**src/rtl/fpu_mul_v4sf_seq_if.sv**
```systemverilog
// Packed-FP dispatch/result handshake between the EX stage and the v4sf multiply sequencer.
interface fpu_mul_v4sf_seq_if #(
    parameter int unsigned LANES = 4
);
    logic                    opValid;
    logic                    opReady;
    logic [32*LANES-1:0]     opValRs;
    logic [32*LANES-1:0]     opValRt;
    logic [LANES-1:0]        opMask;
    logic                    outValid;
    logic                    outReady;
    logic [32*LANES-1:0]     outValRo;

    modport master (
        output opValid, opValRs, opValRt, opMask, outReady,
        input  opReady, outValid, outValRo
    );

    modport slave (
        input  opValid, opValRs, opValRt, opMask, outReady,
        output opReady, outValid, outValRo
    );
endinterface

```
**src/rtl/fpu_mul_v4sf_seq.sv**
```systemverilog
// Issues a packed 4 x binary32 multiply one lane per cycle through the shared scalar
// multiplier and reassembles the lane results as they leave its fixed-latency pipeline.
module fpu_mul_v4sf_seq #(
    parameter int unsigned LANES   = 4,
    parameter int unsigned MUL_LAT = 2
) (
    input  logic                clock,
    input  logic                reset,
    input  logic                exHold,
    fpu_mul_v4sf_seq_if.slave   disp_io,
    output logic [31:0]         mulValRs,
    output logic [31:0]         mulValRt,
    output logic                mulHold,
    input  logic [31:0]         mulValRo
);
    localparam int unsigned LaneW = (LANES > 1) ? $clog2(LANES) : 1;

    typedef enum logic [1:0] {StIdle, StIssue, StDrain, StDone} state_e;

    state_e                 state_q;
    logic [32*LANES-1:0]    rs_q, rt_q, res_q;
    logic [LANES-1:0]       pend_q, pend_d;
    logic [31:0]            mul_rs_q, mul_rt_q;
    logic [MUL_LAT-1:0]     trk_vld_q, trk_vld_d;
    logic [LaneW-1:0]       trk_lane_q [MUL_LAT];
    logic [LaneW-1:0]       trk_lane_d [MUL_LAT];
    logic [LaneW-1:0]       sel_idx;
    logic                   issue;
    logic                   cap;
    logic [LaneW-1:0]       cap_lane;

    // Lowest-index pending lane is issued first.
    always_comb begin
        sel_idx = '0;
        for (int i = int'(LANES) - 1; i >= 0; i--) begin
            if (pend_q[i]) sel_idx = LaneW'(i);
        end
        pend_d          = pend_q;
        pend_d[sel_idx] = 1'b0;
    end

    assign issue = (state_q == StIssue);

    // Tracker shifts one stage per unheld cycle; the oldest stage lines up with mulValRo.
    always_comb begin
        trk_vld_d[0]  = issue;
        trk_lane_d[0] = sel_idx;
        for (int i = 1; i < int'(MUL_LAT); i++) begin
            trk_vld_d[i]  = trk_vld_q[i-1];
            trk_lane_d[i] = trk_lane_q[i-1];
        end
    end

    assign cap      = trk_vld_q[MUL_LAT-1];
    assign cap_lane = trk_lane_q[MUL_LAT-1];

    assign mulValRs = issue ? rs_q[32*sel_idx +: 32] : mul_rs_q;
    assign mulValRt = issue ? rt_q[32*sel_idx +: 32] : mul_rt_q;
    assign mulHold  = exHold;

    assign disp_io.opReady  = (state_q == StIdle) && !exHold;
    assign disp_io.outValid = (state_q == StDone);
    assign disp_io.outValRo = res_q;

    always_ff @(posedge clock or negedge reset) begin
        if (!reset) begin
            state_q   <= StIdle;
            rs_q      <= '0;
            rt_q      <= '0;
            res_q     <= '0;
            pend_q    <= '0;
            mul_rs_q  <= '0;
            mul_rt_q  <= '0;
            trk_vld_q <= '0;
            for (int i = 0; i < int'(MUL_LAT); i++) trk_lane_q[i] <= '0;
        end else if (!exHold) begin
            trk_vld_q  <= trk_vld_d;
            trk_lane_q <= trk_lane_d;
            if (cap) res_q[32*cap_lane +: 32] <= mulValRo;
            unique case (state_q)
                StIdle: begin
                    if (disp_io.opValid) begin
                        rs_q    <= disp_io.opValRs;
                        rt_q    <= disp_io.opValRt;
                        pend_q  <= disp_io.opMask;
                        res_q   <= '0;
                        state_q <= (disp_io.opMask == '0) ? StDone : StIssue;
                    end
                end
                StIssue: begin
                    mul_rs_q <= rs_q[32*sel_idx +: 32];
                    mul_rt_q <= rt_q[32*sel_idx +: 32];
                    pend_q   <= pend_d;
                    if (pend_d == '0) state_q <= StDrain;
                end
                StDrain: begin
                    if (trk_vld_d == '0) state_q <= StDone;
                end
                StDone: begin
                    if (disp_io.outReady) state_q <= StIdle;
                end
                default: state_q <= StIdle;
            endcase
        end
    end
endmodule
```
**src/flat_wrapper.sv**
```systemverilog
// flat-port wrapper written by rule: the top's interface ports become plain ports
module fpu_mul_v4sf_seq_flat 
#(
    parameter int unsigned LANES   = 4,
    parameter int unsigned MUL_LAT = 2
)
  (clock, reset, exHold, mulValRs, mulValRt, mulHold, mulValRo, disp_io_opValid, disp_io_opValRs, disp_io_opValRt, disp_io_opMask, disp_io_outReady, disp_io_opReady, disp_io_outValid, disp_io_outValRo);
  fpu_mul_v4sf_seq_if #(.LANES(LANES)) disp_io_i ();
  input  logic clock;
  input  logic reset;
  input  logic exHold;
  output logic [31:0] mulValRs;
  output logic [31:0] mulValRt;
  output logic mulHold;
  input  logic [31:0] mulValRo;
  input wire logic [$bits(disp_io_i.opValid)-1:0] disp_io_opValid;
  input wire logic [$bits(disp_io_i.opValRs)-1:0] disp_io_opValRs;
  input wire logic [$bits(disp_io_i.opValRt)-1:0] disp_io_opValRt;
  input wire logic [$bits(disp_io_i.opMask)-1:0] disp_io_opMask;
  input wire logic [$bits(disp_io_i.outReady)-1:0] disp_io_outReady;
  output wire logic [$bits(disp_io_i.opReady)-1:0] disp_io_opReady;
  output wire logic [$bits(disp_io_i.outValid)-1:0] disp_io_outValid;
  output wire logic [$bits(disp_io_i.outValRo)-1:0] disp_io_outValRo;
  assign disp_io_i.opValid = disp_io_opValid;
  assign disp_io_i.opValRs = disp_io_opValRs;
  assign disp_io_i.opValRt = disp_io_opValRt;
  assign disp_io_i.opMask = disp_io_opMask;
  assign disp_io_i.outReady = disp_io_outReady;
  assign disp_io_opReady = disp_io_i.opReady;
  assign disp_io_outValid = disp_io_i.outValid;
  assign disp_io_outValRo = disp_io_i.outValRo;
  fpu_mul_v4sf_seq #(.LANES(LANES), .MUL_LAT(MUL_LAT)) u_core (.clock(clock), .reset(reset), .exHold(exHold), .disp_io(disp_io_i), .mulValRs(mulValRs), .mulValRt(mulValRt), .mulHold(mulHold), .mulValRo(mulValRo));
endmodule
```
**config.mk**
```make
export PLATFORM = sky130hd
export DESIGN_NAME = fpu_mul_v4sf_seq_flat
export DESIGN_NICKNAME = d
export VERILOG_FILES = /design/src/rtl/fpu_mul_v4sf_seq_if.sv /design/src/rtl/fpu_mul_v4sf_seq.sv /design/src/flat_wrapper.sv
export SDC_FILE = /design/constraint.sdc
export NUM_CORES = 1
export LEC_CHECK = 0
export CORE_MARGIN = 1.5
export CORE_UTILIZATION = 49
export DETAILED_ROUTE_END_ITERATION = 16
export PLACE_DENSITY = 0.79
export SLEW_MARGIN = 20
export SYNTH_ARGS = -nofsm -noshare
export SYNTH_HDL_FRONTEND = slang
export SYNTH_SLANG_ARGS = --single-unit
```
**constraint.sdc**
```tcl
create_clock -name clock -period 5.3 [get_ports clock]
set_input_delay 0.53 -clock clock [delete_from_list [all_inputs] [get_ports clock]]
set_output_delay 0.53 -clock clock [all_outputs]
set_load 0.005 [all_outputs]
```
==> flow_metrics.py <==
metrics = {
    "power_and_ir_drop": {
        "power_switching_w": 0.00546,
        "irDropWorstVdd_mv": 0.335,
        "power_leakage_nw": 12.0,
        "p_comb_share_pct": 41.2,
        "power_density_nw_per_um2": 582,
        "swShare_pct": 33.7,
        "pwr-share-seq_pct": 36.6,
        "p_clk_share_pct": 22.2,
        "internal-power_w": 0.0107,
    },
    "synth": {
        "synth_cell_type_count": 42,
        "synth_nets": 2011,
        "synth_fa_ha_area_share_pct": 0.531,
        "ys_seq_area_share_pct": 54.3,
        "syn_avg_cell_area_um2": 12.4,
        "synth_area_um2": 21200,
        "synth_xor_area_share_pct": 0,
        "synth_top_family_by_area": "multiplexers",
        "yosys-top-cells-area": "dfrtp_1, mux2_4, a22oi_1",
        "ys_seq_elements": 460,
        "synth-edff-count": 0,
        "synth-compound-area-share_pct": 12.9,
        "yosys_most_used_dff": "dfrtp_1",
        "synth_top_area_share_pct": 54.3,
        "postSynthCellCount": 1705,
        "yosysWarnings": 0,
        "synth-simple-area-share_pct": 9.10,
        "async_flop_share_pct": 100,
        "synth_top_cell_by_area": "dfrtp_1",
        "synth_mux_area_share_pct": 17.8,
    },
    "critical_path": {
        "rr_endpoint": "u_core.rs_q[0]",
        "cp_max_fo": 94,
        "timing.rr.start": "u_core.state_q[1]",
        "r2r_cells": 6,
        "r2r_setup_slack_ns": 2.35,
        "endpoint_kind": "primary output",
        "critPathRequiredTime_ns": 4.77,
        "cp.arrival_ns": 3.61,
        "cp-start-kind": "flip-flop",
        "crit_start": "u_core.pend_q[2]",
        "worstSetupPathType": "reg2out",
    },
    "clock_tree": {
        "clk_pin_slew_ns": 0.06,
        "root_buffer": "clkbuf_16",
        "max-clock-path-buffers": 3,
        "cts_buffers": 49,
        "cts_setup_buffers": 0,
        "ctsResizeCount": 0,
        "clock-sinks": 460,
        "tritoncts": "built",
        "insertion_delay_ns": 0.59,
        "cts_hold_buf": 0,
        "htree_levels": 2,
    },
    "timing": {
        "max_freq_mhz": 242,
        "setup_viol": 0,
        "skew_ns": 0.0213,
        "period_share_pct": 78.1,
        "min_period_ns": 4.14,
        "tns_ns": 0,
        "hold_violations": 0,
        "tightest_slew_ns": 1.10,
        "relSlewSlack_pct": 26.8,
        "rsz0062_at_grt": "no",
        "maxSlewViolCount": 0,
    },
    "placement": {
        "place.detailed.hpwl_um": 39900,
        "gp_congestion": 0.864,
        "port-buffer-count": 491,
    },
    "routing": {
        "initialDrtViolationCount": 1455,
        "ant_nets": 0,
        "via_per_inst": 5.61,
        "drtPass1Iterations": 5,
        "drc": 0,
        "vias": 15476,
        "routed_wirelength_um": 60000,
        "routedWlPerCell_um": 21.8,
    },
    "die": {
        "die_x_um": 211,
        "die_h_um": 211,
        "design.die.area_um2": 44500,
        "rows": 76,
        "start_util_pct": 49.4,
        "io_pins": 492,
        "coreArea_um2": 42900,
    },
    "global_route": {
        "grt_pass1_wl_um": 91800,
        "grt_usage_pct": 26.7,
        "grt_pass1_vias": 15869,
        "grt_antenna_before_repair": 13,
        "overflow": 0,
        "grt_max_degree": 138,
    },
    "status": {
        "status": "complete, no violations",
    },
    "final_layout": {
        "utilization_pct": 64.9,
        "final_common_cell": "clkdlybuf4s50_1",
        "final_cell_mix": "clkdlybuf4s50_1, dfrtp_1, mux2_4, nor2_1, nand2_1",
        "num-nets-final": 2435,
        "drive_gt1_share_pct": 19.1,
        "areaGrowthSynthToFinish_pct": 31.2,
    },
    "job": {
        "maxCapViolations": 0,
    },
    "min_path": {
        "hold_path.class": "in2async",
    },
}
## state kept, by name (all words and copies together) (netlist names), 4 cells and up
name and cells:
u_core.rt_q 128, u_core.pend_q 4, u_core.disp_io.outValRo 128, u_core.mul_rt_q 32, u_core.rs_q 128, u_core.mul_rs_q 32
## worst max-delay path by stage
stage / to / slack [ns] / depth (start not counted)
finish: mulValRs[29] / 1.16 / 6
global route: mulValRs[29] / 0.96 / 6
CTS: mulValRs[29] / 1.15 / 6
detailed placement: u_core.rs_q[17] / 1.76 / 5
global placement: mulValRt[15] / 1.83 / 6
floorplan: mulValRs[10] / 3.21 / 7
## layout make-up
type,instances,area (um^2)
fillers,3223,15100
flip-flops and latches,460,11500
multi-input cells,1090,8580
repair buffers,521,5230
clock buffers,68,1460
well taps,585,732
clock inverters,22,255
inverters,7,26.3
diodes,6,15.0
## kinds of logic (layout without fill, tap and decap cells)
| family | after synthesis | count (layout) |
|---|---|---|
| fa+ha+maj | 9 | 9 |
| other cells | 0 | 6 |
| flops | 460 | 460 |
| simple gates | 420 | 420 |
| mux | 263 | 263 |
| compound gates | 398 | 398 |
| buf+inv | 155 | 618 |
## cells in the mapped netlist, types with 2 or more instances
cell / n
a21oi_1: 130
a221oi_1: 40
a221oi_2: 25
a22oi_1: 128
and4_1: 2
buf_1: 4
buf_12: 22
buf_2: 45
buf_4: 7
buf_6: 16
clkbuf_1: 54
dfrtp_1: 460
ha_1: 9
inv_1: 7
mux2_2: 39
mux2_4: 220
mux2i_1: 4
nand2_1: 139
nand3b_1: 64
nor2_1: 195
nor2b_1: 3
nor3_1: 3
o21ai_0: 10
o21ai_1: 59
o31ai_1: 2
or2_1: 2
## per-stage QoR
step                area [um^2]  setup WS (ns)  cells  hold WS (ns)  total power, W
floorplan                 21200           3.21   1705         0.234          0.0100
global placement          26100           1.83   2663         0.464          0.0123
detailed placement        26100           1.76   2663         0.473          0.0126
CTS                       27800           1.15   2753        0.0819          0.0163
global route              27800          0.956   2757         0.114          0.0170
finish                    27800           1.16   2759        0.0321          0.0162
## routing by layer
layer / share of wire [%] / track usage (%) / routed length (um) / up-vias
met4: 3.7 / 11.8 / 2210 / 12
met5: 0.14 / 0 / 83 / -
met3: 8.3 / 7.09 / 5010 / 130
met2: 49 / 44.0 / 29200 / 685
li1: - / - / - / 6946
met1: 39 / 32.9 / 23600 / 7703
## power groups by stage
stage / registers (W) / clock network, W / logic (W)
2_1_floorplan: 0.00559 / 0 / 0.00444
6_report: 0.00593 / 0.00360 / 0.00667
5_1_grt: 0.00606 / 0.00381 / 0.00717
3_5_place_dp: 0.00592 / 0 / 0.00663
4_1_cts: 0.00589 / 0.00367 / 0.00670
3_3_place_gp: 0.00585 / 0 / 0.00645
## critical path: stages, from the launching register on
cell and delay (ns):
dfrtp_4 0.70, buf_4 0.81, nand3b_1 0.20, a21oi_1 0.10, a221oi_1 0.48, a21oi_1 0.14
clkdlybuf4s50_1 0.56
No activity file was read; power rests on OpenSTA's default activity.
